[src/rtl/mem_pkg.sv]
// mem_pkg: shared types and default ROM/RAM region map for memory bus decoders
// Provides the controller state enum plus default address width, base, mask and wait constants.
package mem_pkg;
  typedef enum logic [1:0] {IDLE, ACCESS, DONE} region_state_e;
  localparam int MEM_ADDR_W = 13;
  localparam int MEM_WAIT_W = 4;
  localparam logic [MEM_ADDR_W-1:0] RAM_BASE = 13'h1800;
  localparam logic [MEM_ADDR_W-1:0] RAM_MASK = 13'h1800;
  localparam logic [MEM_ADDR_W-1:0] ROM_BASE = 13'h0000;
  localparam logic [MEM_ADDR_W-1:0] ROM_MASK = 13'h0000;
  localparam logic [MEM_WAIT_W-1:0] RAM_WAIT = 4'd0;
  localparam logic [MEM_WAIT_W-1:0] ROM_WAIT = 4'd2;
endpackage

[src/rtl/mem_region_ctrl_if.sv]
// mem_region_ctrl_if: request/response bundle between a CPU bus controller and the region controller
// master drives req_valid/req_addr/req_we; slave drives busy/sel/sel_we/ready/err.
interface mem_region_ctrl_if #(
  parameter int ADDR_W = 13,
  parameter int NUM_REG = 2
);
  logic req_valid;
  logic [ADDR_W-1:0] req_addr;
  logic req_we;
  logic busy;
  logic [NUM_REG-1:0] sel;
  logic sel_we;
  logic ready;
  logic err;
  modport master(output req_valid, req_addr, req_we, input busy, sel, sel_we, ready, err);
  modport slave(input req_valid, req_addr, req_we, output busy, sel, sel_we, ready, err);
endinterface

[src/rtl/region_match.sv]
// region_match: priority base/mask address decoder, lowest matching region wins
// Ports: addr, packed base/mask (slice 0 = LSBs) in; one-hot hit and hit_valid out. Purely combinational.
module region_match #(
  parameter int ADDR_W = 13,
  parameter int NUM_REG = 2
) (
  input  logic [ADDR_W-1:0]         addr,
  input  logic [NUM_REG*ADDR_W-1:0] base,
  input  logic [NUM_REG*ADDR_W-1:0] mask,
  output logic [NUM_REG-1:0]        hit,
  output logic                      hit_valid
);
  logic [NUM_REG-1:0] match;
  for (genvar g = 0; g < NUM_REG; g++) begin : g_match
    assign match[g] = ((addr ^ base[g*ADDR_W +: ADDR_W]) & mask[g*ADDR_W +: ADDR_W]) == '0;
  end
  // isolating the lowest set bit gives the priority winner as a one-hot
  assign hit = match & (~match + NUM_REG'(1));
  assign hit_valid = |match;
endmodule

[src/rtl/mem_region_ctrl.sv]
// mem_region_ctrl: registered region decoder with per-region wait states and ready/err completion
// Ports: clk, rst_n (async active-low), bus (slave modport: req_valid/req_addr/req_we in; busy/sel/sel_we/ready/err out).
module mem_region_ctrl
  import mem_pkg::*;
#(
  parameter int ADDR_W = MEM_ADDR_W,
  parameter int NUM_REG = 2,
  parameter int WAIT_W = MEM_WAIT_W,
  parameter logic [NUM_REG*ADDR_W-1:0] REGION_BASE = {ROM_BASE, RAM_BASE},
  parameter logic [NUM_REG*ADDR_W-1:0] REGION_MASK = {ROM_MASK, RAM_MASK},
  parameter logic [NUM_REG*WAIT_W-1:0] REGION_WAIT = {ROM_WAIT, RAM_WAIT}
) (
  input logic clk,
  input logic rst_n,
  mem_region_ctrl_if.slave bus
);
  region_state_e state, state_n;
  logic [NUM_REG-1:0] hit, sel_n;
  logic hit_valid, we_n, unm, unm_n;
  logic [WAIT_W-1:0] cnt, cnt_n, hit_wait;
  region_match #(.ADDR_W(ADDR_W), .NUM_REG(NUM_REG)) u_match (
    .addr(bus.req_addr),
    .base(REGION_BASE),
    .mask(REGION_MASK),
    .hit(hit),
    .hit_valid(hit_valid)
  );
  // hit is one-hot or zero, so OR-ing gated slices selects the winner's wait count (0 when unmapped)
  always_comb begin
    hit_wait = '0;
    for (int i = 0; i < NUM_REG; i++) hit_wait |= hit[i] ? REGION_WAIT[i*WAIT_W +: WAIT_W] : '0;
  end
  always_comb begin
    state_n = state;
    cnt_n = cnt;
    sel_n = bus.sel;
    we_n = bus.sel_we;
    unm_n = unm;
    case (state)
      IDLE: if (bus.req_valid) begin
        state_n = ACCESS;
        sel_n = hit;
        we_n = bus.req_we;
        cnt_n = hit_wait;
        unm_n = !hit_valid;
      end
      ACCESS: begin
        state_n = cnt == '0 ? DONE : ACCESS;
        cnt_n = cnt == '0 ? cnt : cnt - WAIT_W'(1);
      end
      DONE: begin
        state_n = IDLE;
        sel_n = '0;
        we_n = 1'b0;
        unm_n = 1'b0;
      end
      default: state_n = IDLE;
    endcase
  end
  always_ff @(posedge clk or negedge rst_n) begin
    if (!rst_n) begin
      state <= IDLE;
      cnt <= '0;
      bus.sel <= '0;
      bus.sel_we <= 1'b0;
      unm <= 1'b0;
    end else begin
      state <= state_n;
      cnt <= cnt_n;
      bus.sel <= sel_n;
      bus.sel_we <= we_n;
      unm <= unm_n;
    end
  end
  // decoded purely from registered state, so no input reaches an output combinationally
  assign bus.busy = state != IDLE;
  assign bus.ready = state == DONE;
  assign bus.err = state == DONE && unm;
endmodule

[src/flat_wrapper.sv]
// flat-port wrapper written by rule: the top's interface ports become plain ports
module mem_region_ctrl_flat import mem_pkg::*;
#(
  parameter int ADDR_W = MEM_ADDR_W,
  parameter int NUM_REG = 2,
  parameter int WAIT_W = MEM_WAIT_W,
  parameter logic [NUM_REG*ADDR_W-1:0] REGION_BASE = {ROM_BASE, RAM_BASE},
  parameter logic [NUM_REG*ADDR_W-1:0] REGION_MASK = {ROM_MASK, RAM_MASK},
  parameter logic [NUM_REG*WAIT_W-1:0] REGION_WAIT = {ROM_WAIT, RAM_WAIT}
)
  (clk, rst_n, bus_req_valid, bus_req_addr, bus_req_we, bus_busy, bus_sel, bus_sel_we, bus_ready, bus_err);
  mem_region_ctrl_if #(.ADDR_W(ADDR_W), .NUM_REG(NUM_REG)) bus_i ();
  input logic clk;
  input logic rst_n;
  input wire logic [$bits(bus_i.req_valid)-1:0] bus_req_valid;
  input wire logic [$bits(bus_i.req_addr)-1:0] bus_req_addr;
  input wire logic [$bits(bus_i.req_we)-1:0] bus_req_we;
  output wire logic [$bits(bus_i.busy)-1:0] bus_busy;
  output wire logic [$bits(bus_i.sel)-1:0] bus_sel;
  output wire logic [$bits(bus_i.sel_we)-1:0] bus_sel_we;
  output wire logic [$bits(bus_i.ready)-1:0] bus_ready;
  output wire logic [$bits(bus_i.err)-1:0] bus_err;
  assign bus_i.req_valid = bus_req_valid;
  assign bus_i.req_addr = bus_req_addr;
  assign bus_i.req_we = bus_req_we;
  assign bus_busy = bus_i.busy;
  assign bus_sel = bus_i.sel;
  assign bus_sel_we = bus_i.sel_we;
  assign bus_ready = bus_i.ready;
  assign bus_err = bus_i.err;
  mem_region_ctrl #(.ADDR_W(ADDR_W), .NUM_REG(NUM_REG), .WAIT_W(WAIT_W), .REGION_BASE(REGION_BASE), .REGION_MASK(REGION_MASK), .REGION_WAIT(REGION_WAIT)) u_core (.clk(clk), .rst_n(rst_n), .bus(bus_i));
endmodule
[config.mk]
export PLATFORM = sky130hd
export DESIGN_NAME = mem_region_ctrl_flat
export DESIGN_NICKNAME = d
export VERILOG_FILES = /design/src/rtl/mem_pkg.sv /design/src/rtl/mem_region_ctrl_if.sv /design/src/rtl/region_match.sv /design/src/rtl/mem_region_ctrl.sv /design/src/flat_wrapper.sv
export SDC_FILE = /design/constraint.sdc
export NUM_CORES = 1
export LEC_CHECK = 0
export ABC_AREA = 1
export CORE_AREA = 4 4 41 43
export DETAILED_ROUTE_END_ITERATION = 16
export DIE_AREA = 0 0 45 47
export GPL_ROUTABILITY_DRIVEN = 0
export GPL_TIMING_DRIVEN = 0
export PLACE_DENSITY = 0.75
export REMOVE_ABC_BUFFERS = 1
export SYNTH_ARGS = -nofsm -noshare
export SYNTH_HDL_FRONTEND = slang
export SYNTH_SLANG_ARGS = --single-unit
[constraint.sdc]
create_clock -name clk -period 1.4 [get_ports clk]
set_input_delay 0.14 -clock clk [delete_from_list [all_inputs] [get_ports clk]]
set_output_delay 0.14 -clock clk [all_outputs]
set_load 0.01 [all_outputs]
==> results of run 1 <==
## registers in the layout (all words and copies together), names as in the netlist
register           flops
u_core.cnt             4
u_core.bus.sel         2
u_core.state           2
u_core.bus.sel_we      1
## path summary, 6_finish.rpt
path                                             startpoint                            end  slack, ns  cells past startpoint
worst min-delay path                                  rst_n  u_core.bus.sel[1]$_DFFE_PN0P_       0.17                      1
worst min register to register    u_core.cnt[0]$_DFFE_PN0P_      u_core.cnt[0]$_DFFE_PN0P_       0.52                      1
worst max register to register    u_core.cnt[0]$_DFFE_PN0P_      u_core.cnt[1]$_DFFE_PN0P_       0.22                      7
min in group clk                                 bus_req_we  u_core.bus.sel_we$_DFFE_PN0P_       0.46                      3
worst max-delay path            u_core.state[0]$_DFFE_PN0P_                       bus_busy       0.09                      3
max in group asynchronous                             rst_n    u_core.state[0]$_DFFE_PN0P_       0.93                      1
## power by group through the flow
| stage | registers (mW) | logic [mW] | clock network, mW |
|---|---|---|---|
| after global routing | 0.501 | 0.924 | 0.217 |
| final | 0.484 | 0.821 | 0.192 |
| after detailed placement | 0.475 | 0.844 | 0 |
| after floorplan | 0.476 | 0.571 | 0 |
| after CTS | 0.483 | 0.835 | 0.199 |
| after global placement | 0.465 | 0.818 | 0 |
## final cells by class
| type | instances | area [um2] |
|---|---|---|
| Fill cell | 137 | 672 |
| Sequential cell | 9 | 226 |
| Multi-Input combinational cell | 36 | 224 |
| Timing Repair Buffer | 10 | 97.6 |
| Inverter | 9 | 36.3 |
| Clock buffer | 4 | 26.3 |
| Tap cell | 15 | 18.8 |
## logic make-up (layout without fill, tap and decap cells)
| logic type | count (synthesis) | after routing |
|---|---|---|
| XOR/XNOR | 1 | 1 |
| buffers and inverters | 10 | 23 |
| adder cells (fa/ha/maj) | 2 | 2 |
| AND/OR/NAND/NOR | 24 | 24 |
| other | 1 | 1 |
| flip-flops | 9 | 9 |
| AO/OA/AOI/OAI | 8 | 8 |
## placed cells by master, fill, tap and decap left out, types with 2 or more instances in the layout
| master | instances |
|---|---|
| nand3_1 | 4 |
| nand2_4 | 3 |
| nand2_2 | 2 |
| nor2_1 | 6 |
| nand2_1 | 5 |
| ha_1 | 2 |
| o21ai_1 | 5 |
| dfrtp_1 | 8 |
| inv_1 | 7 |
| clkdlybuf4s50_1 | 8 |
| dlygate4sd2_1 | 2 |
| clkbuf_4 | 3 |
## metrics by stage
stage | setup slack [ns] | power (mW)
floorplan | 0.315 | 1.05
global placement | 0.124 | 1.28
detailed placement | 0.121 | 1.32
CTS | 0.0787 | 1.52
global route | 0.0146 | 1.64
finish | 0.0899 | 1.50
## worst max-delay path, cell delays in order (launching register included)
cell,delay [ns]
dfrtp_2,0.44
nor2_4,0.15
inv_1,0.04
dlygate4sd2_1,0.27
## routing by layer
metal | track usage | wire [um] | up-vias
met5 | 0 | 0 | -
met4 | 0.0526 | 14 | 0
met3 | 0.0575 | 42 | 2
met2 | 0.189 | 484 | 5
met1 | 0.130 | 394 | 167
li1 | - | - | 198
## repair_timing
item                                    CTS  global route
resized for setup                         4             0
hold endpoints to repair                  0             0
endpoints found under the setup margin    2             0
buffers inserted                          0             0
==> summary by stage, run 1 <==
Run status
The flow ran to the end, and the final reports show no timing, DRC or antenna violations.

Timing
The smallest hold slack is 0.172 ns. The final-report setup violation count is 0. The number of slew-limit violations in the final report is 0.

The final critical path time including I/O delays and setup is 1.31 ns. Summed over all failing endpoints, the final setup total negative slack is 0 ns. The part of the cycle the worst path needs is 0.936.

Setup repair after global routing left no endpoint under its margin. The hold violation count in the final report is 0. The final clock skew is 0.00165 ns. The maximum operating frequency is 763 MHz.

Power and ir drop
In this run the static leakage power is 0.306 nW. The switching portion of total power is 0.442. VDD sags by at most 0.00109 V.

The clock share of power is 0.128. The logic gate share of total power is 0.549. For this design the total switching power over the nets is 0.661 mW. Dividing total power by cell area gives a power density of 2380 nW/um2. The cell-internal power is 0.835 mW. The sequential share of power is 0.323.

CTS
In this run, CTS created clock tree buffers numbering 3. The maximum buffer depth of the clock tree is 2. In this run, post-CTS hold repair placed 0 buffers. The clock latency of the later-clocked register in the worst-skew pair is 0.26 ns. The root buffer cell is clkbuf_4. After clock tree synthesis, the clock-pin slew on the worst setup and hold paths is 0.05 ns.

The clock tree from TritonCTS is built. CTS built an H-tree with a depth of 1. The clock sink total is 9.

Yosys
Of the total synthesized cell area, the portion taken by full adders, half adders and majority gates is 0.0513. After synthesis the cells add up to 488 um2. Counting every instance in the synthesized netlist gives 55. By area, the combinational part of the netlist is dominated by simple AND/OR/NAND/NOR gates.

In the synthesized netlist the dominant register cell turns out to be dfrtp_1. For this run, the register share of the synthesized area comes to 0.462. Sorting the synthesized cells by how often they occur yields 9 x dfrtp_1, 7 x inv_1, 6 x nor2_1. The count of synthesis-stage warnings from yosys is 0. The number of synthesized flops with an enable pin is 0. The share of flip-flops with an asynchronous set or reset is 1.00.

The number of distinct library cell variants in the gate-level netlist after synthesis is 20. Ranked by total cell area, the synthesized netlist is headed by dfrtp_1 46%, nand2_4 6.9%, inv_1 5.4%. The mean instance size in the synthesized netlist is 8.87 um2. The share of synthesized cell area in and, or, nand and nor gates is 0.279. The share of synthesized area spent on multiplexers is 0. Synthesis inferred 9 register bits. The most frequent cell after synthesis is dfrtp_1. dfrtp_1 takes more of the synthesized area than any other cell. The share of the synthesized area in the top cell type is 0.462. Of the total synthesized cell area, the portion taken by XOR and XNOR cells is 0.0179. The compound-cell area share of the yosys netlist was 0.0923.

Global routing
The largest net degree at the start of global routing is 10. In the global route stage, overall resource usage came out at 0.117. The initial antenna violation count was 0. The via count of the first global-routing pass came to 374.

The wire length of the first global-routing pass is 1680 um. The total overflow left after global routing is 0.

Place
Detailed placement finished with a half-perimeter wire length of 788 um. In this run, placement finished with an instance count of 79. In this run the tool buffered the top-level ports with 10 buffer cells. The placed instances occupy a cell area of 599 um2.

Setup path
The worst setup path is launched from a flip-flop. The required time reported for the critical path endpoint is 1.26 ns. The arrival time at the worst endpoint is 1.17 ns. The worst setup path is of the reg -> out kind. Of all nets on the critical path, the largest fanout is 4. The worst setup path is captured at a primary output.

Floorplanning
The x dimension of the die is 45 um. The die is 47 um tall. 23 I/O pins were placed. The die area is 2120 um2. The starting density of the core is 0.375. The number of placement rows is 13. The core outline area is 1300 um2.

Cells and area
The count of cells in the finished layout, fillers not included, comes to 83. The net count reported at finish is 88. The finished cells cover 629 um2. 0 antenna diodes ended up in the layout. At the end of the flow the core is filled with cells to 0.484.

The signed area change from the synthesized netlist to the final layout is 29.0%. The share of layout cells above drive strength 1 is 0.221.

Drt
The number of iterations in the first detailed-routing pass is 2. In the routed design, unresolved DRC markers number 0. In the final routed layout, each cell accounts on average for 11.3 um.

After detailed routing, the number of vias per cell comes to 4.48. After detailed routing, the total wire length is 936 um. The remaining number of nets flagged by the antenna check after routing is 0. The number of DRC violations after detailed-routing iteration 0 is 2.

The detailed router placed 372 vias in this run.

Hold path
In this run the worst hold path is classified as in -> async.

Flow run
The tool flagged a number of max-cap violations equal to 0.
Power figures use the tool's default switching activity.
==> run 2, diff against run 1 <==
==> constraint.sdc (replaced) <==
create_clock -name clk -period 1.4 [get_ports clk]
set_input_delay 0.28 -clock clk [delete_from_list [all_inputs] [get_ports clk]]
set_output_delay 0.28 -clock clk [all_outputs]
set_load 0.005 [all_outputs]
==> run 2 against run 1 <==
  * Register-to-register slack got worse by 0.07 ns
  * Die area unchanged
  * Critical path depth did not move
  * Largest power group unchanged
  * Core utilization is 1.4 points higher
  * Largest cell class unchanged
  * Critical path type unchanged
==> summary by stage, run 2 (synthesis gave the netlist of run 1 again) <==
Drt
The mean routed wirelength per cell is 11.7 um (+4.0%). The average vias per placed instance is 4.40 (-1.9%). The number of remaining DRC errors is 0 (unchanged). The number of iterations in the first detailed-routing pass is 2 (unchanged). The total vias in the final route is 378 (+1.6%). The wire length reported by the detailed router came to 1010 um (+7.8%). The remaining number of nets flagged by the antenna check after routing is 0 (unchanged). The number of DRC violations after detailed-routing iteration 0 is 3 (+1).

Floorplanning
The core outline area came to 1300 um2 (unchanged). The starting density of the core was 0.375 (unchanged). The vertical extent of the die is 47 um (unchanged). The I/O pin count came to 23 (unchanged). The x dimension of the die is 45 um (unchanged). The die area is 2120 um2 (unchanged). The number of placement rows is 13 (unchanged).

Cells and area
The final standard cell area without fillers is 648 um2 (+3.0%). In the layout the commonest cells are 8 x dfrtp_1, 6 x inv_1, 6 x nor2_1. The filler cell count is 136 (-0.73%). The flip-flop count of the largest register after layout was 4 (unchanged). The share of layout cells above drive strength 1 came to 0.282 (+0.0611). The area used by sequential logic in the layout is 226 um2 (unchanged). The multi-input gate area in the final layout came to 224 um2 (unchanged). The final standard cell utilization of the core was 0.498 (+0.0144).

In the final layout, the registers with the most flip-flops are u_core.cnt (4), u_core.bus.sel (2), u_core.state (2). The most flop-heavy register is u_core.cnt. The number of antenna diodes is 0 (unchanged). Leaving out fill and tap cells, the most frequent cell in the layout is dfrtp_1. The signed area change from the synthesized netlist to the final layout is 32.8%. The net count reported at finish came to 91 (+3.4%).

Power and ir drop
The worst vdd rail ir drop was 0.00110 V (+0.64%). The areal power density over the cells is 2350 nW/um2 (-1.3%). The static power due to leakage is 0.340 nW (+11%).

Global routing
The wire length of the first global-routing pass is 1750 um (+4.1%). The largest net degree at the start of global routing is 10 (unchanged). The initial antenna violation count is 0 (unchanged).

The global-route usage over all layers is 0.122 (+0.00480). The overflow left after global routing is 0 (unchanged). The via count of the first global-routing pass was 383 (+2.4%).

Setup path
The type of destination of the critical path is a primary output. STA classifies the critical path startpoint as a flip-flop. The setup slack on the worst flop-to-flop path is 0.15 ns (-0.07 ns). The maximum fanout encountered on the critical timing path is 3 (-1). The worst setup path is of the reg -> out kind. The worst register-to-register path ends at u_core.cnt[1]$_DFFE_PN0P_. The required time reported for the critical path endpoint came to 1.12 ns (-0.14 ns). The worst reg2reg path depth came to 8 (+1).

The arrival time at the worst endpoint came to 1.06 ns (-0.11 ns). The startpoint of the worst-slack reg-to-reg timing path is u_core.state[0]$_DFFE_PN0P_.

Timing
The hold violation count in the final report is 0 (unchanged). The sum of negative setup slack came to 0 ns (unchanged). The maximum operating frequency was 748 MHz (-2.0%). The final clock skew is 0.000809 ns (-0.000842 ns).

The final-report setup violation count is 0 (unchanged). The part of the cycle the worst path needs is 0.955 (+0.0195). The final critical path time including I/O delays and setup is 1.34 ns (+0.0274 ns). The number of slew-limit violations in the final report is 0 (unchanged).

Flow run
The max-capacitance violation count came to 0 (unchanged).

Place
The final HPWL from detailed placement is 788 um (unchanged). The post-detailed-placement cell area was 599 um2 (unchanged). The count of port buffers added during placement is 10 (unchanged).

CTS
The total CTS buffers came to 3 (unchanged). The clock-pin slew on the worst setup and hold paths is 0.05 ns (about the same). The clock latency of the later-clocked register in the worst-skew pair is 0.26 ns (about the same). The number of levels the H-tree was split into is 1 (unchanged). The clock sink total is 9 (unchanged).

TritonCTS built the clock tree. The maximum buffer depth of the clock tree is 2 (unchanged). The root buffer cell is clkbuf_4.

The number of buffers added to fix hold violations after cts is 0 (unchanged).

Hold path
The type of the worst min-delay path is in -> async.

Run status
The flow ran to the end, and the final reports show no timing, DRC or antenna violations.
==> run 2: cell count changes in the layout (fill, tap and decap cells not counted) <==
cell / delta
buf_4: +3
clkbuf_2: +1
clkdlybuf4s50_1: -3
dlygate4sd2_1: +1
dlymetal6s2s_1: +1
inv_1: -1
inv_2: +1
==> run 2: metal layers <==
metal  GRT usage  up-vias  wire length (um)
met5           0        -                 0
met4      0.0526        0                14
met3      0.0575        2                42
met2       0.201        5               546
met1       0.135      168               405
li1            -      203                 -
==> run 2: stage by stage <==
| stage | hold WS, ns | setup slack [ns] | std cells | total power, mW |
|---|---|---|---|---|
| 4_1_cts | 0.313 | 0.00177 | 84 | 1.50 |
| 3_3_place_gp | 0.495 | 0.0163 | 79 | 1.26 |
| 2_1_floorplan | -0.0156 | 0.315 | 54 | 1.02 |
| 3_5_place_dp | 0.508 | 0.0136 | 79 | 1.29 |
| 6_report | 0.311 | 0.0626 | 86 | 1.52 |
| 5_1_grt | 0.323 | -0.0148 | 86 | 1.67 |
==> run 2: worst max path at each step <==
stage | start | endpoint | slack (ns) | depth (start not counted)
2_1_floorplan | u_core.cnt[0]$_DFFE_PN0P_ | u_core.cnt[2]$_DFFE_PN0P_ | 0.32 | 7
3_3_place_gp | u_core.state[0]$_DFFE_PN0P_ | bus_busy | 0.02 | 3
3_5_place_dp | u_core.state[0]$_DFFE_PN0P_ | bus_busy | 0.01 | 3
4_1_cts | u_core.bus.sel[0]$_DFFE_PN0P_ | bus_sel[0] | 0.002 | 1
5_1_grt | u_core.state[1]$_DFFE_PN0P_ | bus_ready | -0.01 | 3
6_report | u_core.state[1]$_DFFE_PN0P_ | bus_ready | 0.06 | 3
==> run 2: area by class of cell <==
class | instances | area share
Clock buffer | 4 | 0.0405
Inverter | 9 | 0.0560
Multi-Input combinational cell | 36 | 0.346
Sequential cell | 9 | 0.349
Tap cell | 15 | 0.0290
Timing Repair Buffer | 13 | 0.180
==> run 2: power breakdown <==
part	switching (mW)	internal [mW]	total, mW	leakage [nW]
clock	0.0830	0.109	0.192	0.0150
sequential	0.0910	0.383	0.474	0.113
combinational	0.482	0.372	0.855	0.212
==> run 2: timing repair <==
action                     4_1_cts  5_1_grt
setup endpoints to repair        4        2
hold endpoints to repair         0        0
pin swaps                        1        1
buffers inserted                 1        2
gates resized for setup          8        2
gates cloned                     0        0
==> run 2: critical path, cell delays in order, from the launching register on <==
cell and delay [ns]:
dfrtp_1 0.41, inv_2 0.09, nor2_1 0.05, dlygate4sd2_1 0.25
==> run 3, diff against run 2 <==
--- a/config.mk
+++ b/config.mk
@@ -13,6 +13,7 @@
 export GPL_TIMING_DRIVEN = 0
 export PLACE_DENSITY = 0.75
 export REMOVE_ABC_BUFFERS = 1
+export SLEW_MARGIN = 20
 export SYNTH_ARGS = -nofsm -noshare
 export SYNTH_HDL_FRONTEND = slang
 export SYNTH_SLANG_ARGS = --single-unit
==> results of run 3 <==
The final DEF is identical to that of run 2; final timing and power are the same.
==> edit: new RTL, flow settings as in run 2 <==
`NUM_REG` is set to 2 in 4 places; all go to 4.
--- a/src/rtl/mem_region_ctrl_if.sv
+++ b/src/rtl/mem_region_ctrl_if.sv
@@ -4,3 +4,3 @@
   parameter int ADDR_W = 13,
-  parameter int NUM_REG = 2
+  parameter int NUM_REG = 4
 );
--- a/src/rtl/region_match.sv
+++ b/src/rtl/region_match.sv
@@ -4,3 +4,3 @@
   parameter int ADDR_W = 13,
-  parameter int NUM_REG = 2
+  parameter int NUM_REG = 4
 ) (
--- a/src/rtl/mem_region_ctrl.sv
+++ b/src/rtl/mem_region_ctrl.sv
@@ -6,3 +6,3 @@
   parameter int ADDR_W = MEM_ADDR_W,
-  parameter int NUM_REG = 2,
+  parameter int NUM_REG = 4,
   parameter int WAIT_W = MEM_WAIT_W,
--- a/src/flat_wrapper.sv
+++ b/src/flat_wrapper.sv
@@ -4,3 +4,3 @@
   parameter int ADDR_W = MEM_ADDR_W,
-  parameter int NUM_REG = 2,
+  parameter int NUM_REG = 4,
   parameter int WAIT_W = MEM_WAIT_W,
Interface: changed (resized bus_sel); port bits go from 23 to 25. The function was not compared with the original's and may differ.
==> edit against run 2 <==
Total power up 1.1%. Via count rose by 11%. Critical path type unchanged. Sequential cell count unchanged. Wire length fell by 7.9%. Final cell count rose by 2.3%. Count of clock-buffer cells in the layout is the same. Worst setup slack gained 1.7 ps. Clock power increased by 6%. Design area up 3.5%. Synthesized area grew 3.1%.
==> edit: results (changes against run 2) <==
status completed (unchanged); starting DRC count in detailed routing 8 (was 3); M1 WL 375 um (was 405 um); Routed WL 929 um (was 1010 um); 1st-pass router iterations 4 (was 2); initial antenna violation count 0 (unchanged); worst r2r src u_core.cnt[0] (was u_core.state[0]); vias per cell 4.77 (was 4.40); global-route wire length before repair 1630 um (was 1750 um); setup slack at placement 9.27 ps (was 13.6 ps); worst hold slack 311 ps (about the same); vias in the first global route 408 (was 383); Leak 0.361 nW (was 0.340 nW); Vias 420 (was 378); Met3 Routed Length 73 um (was 42 um); switching component of the power 0.652 mW (was 0.656 mW); Placement Cell Area 607 sq um (was 599 sq um); reg2reg setup slack 220 ps (was 150 ps); CP peak stage delay 430 ps (was 410 ps); Fin Clk Skew 0.837 ps (was 0.809 ps); CP Launch Point u_core.state[0] (was u_core.state[1]); Layout Nets 93 (was 91); Fill cells 132 (was 136); peak supply drop 1070 uV (was 1100 uV); post-DP HPWL 675 um (was 788 um); Clock Path Buffers 2 (unchanged); slowest CP cell dfrtp_2 (was dfrtp_1); Root Driver clkbuf_4 (unchanged); share of cells above drive strength 1 27.4% (was 28.2%); Synth Area per Inst 8.82 sq um (was 8.87 sq um); Largest regs u_core.cnt x4, u_core.bus.sel x2, u_core.state x2 (unchanged); dominant cells by area after synthesis dfrtp_1, nand2_4, inv_1, ha_1, o21ai_1 (unchanged); wire length on met2 432 um (was 546 um); Total GRT Usage 11.4% (was 12.2%); main flop type after synthesis dfrtp_1 (unchanged); sequential share of the synthesized area 44.8% (was 46.2%); PnR worst setup slack 64.3 ps (was 62.6 ps); Cells after DPL 81 (was 79)
==> edit: cells by family after synthesis <==
logic type	count (synthesis)	share of synthesized area [%]
buffers and inverters	12	11.7
flip-flops	9	44.8
AO/OA/AOI/OAI	8	8.95
AND/OR/NAND/NOR	24	27.1
other	1	0.746
XOR/XNOR	1	1.74
adder cells (fa/ha/maj)	2	4.97
==> edit: final timing paths <==
| kind | end | depth (start not counted) |
|---|---|---|
| max | bus_busy | 3 |
| min | u_core.cnt[1] | 1 |
| max reg2reg | u_core.cnt[1] | 7 |
| min reg2reg | u_core.cnt[0] | 1 |
| max in group asynchronous | u_core.state[1] | 1 |
| min in group clk | u_core.cnt[0] | 1 |
==> edit: power groups by stage <==
stage | Combinational (mW) | Sequential, mW | Clock, mW
after floorplan | 0.561 | 0.461 | 0
after global placement | 0.786 | 0.467 | 0
after detailed placement | 0.797 | 0.470 | 0
after CTS | 0.831 | 0.471 | 0.208
after global routing | 0.975 | 0.493 | 0.225
final | 0.859 | 0.476 | 0.203
==> edit: worst reg2reg max path: stages, from the launching register on <==
cell	delay, ps
dfrtp_1	410
inv_1	110
ha_1	200
nand2_4	70
nand2_4	90
nand2_4	70
nand2_1	60
o21ai_1	60
==> edit: final cells by class <==
cell class	instances	area (sq um)	share of cell area, %
flip-flops and latches	9	228	34.0
clock buffers	4	26.3	3.92
repair buffers	13	130	19.4
inverters	9	36.3	5.41
multi-input cells	38	231	34.5
well taps	15	18.8	2.80
==> edit: repair_timing <==
item                                    in CTS  in global routing
endpoints found under the setup margin       2                  5
setup buffers                                1                  2
resized for setup                            6                  5
pin swaps                                    1                  1
==> edit: layer usage <==
layer | vias to the layer above | GRT usage (%)
li1 | 208 | -
met1 | 186 | 11.8
met2 | 18 | 18.1
met3 | 8 | 4.21
met4 | 0 | 9.94
met5 | - | 0
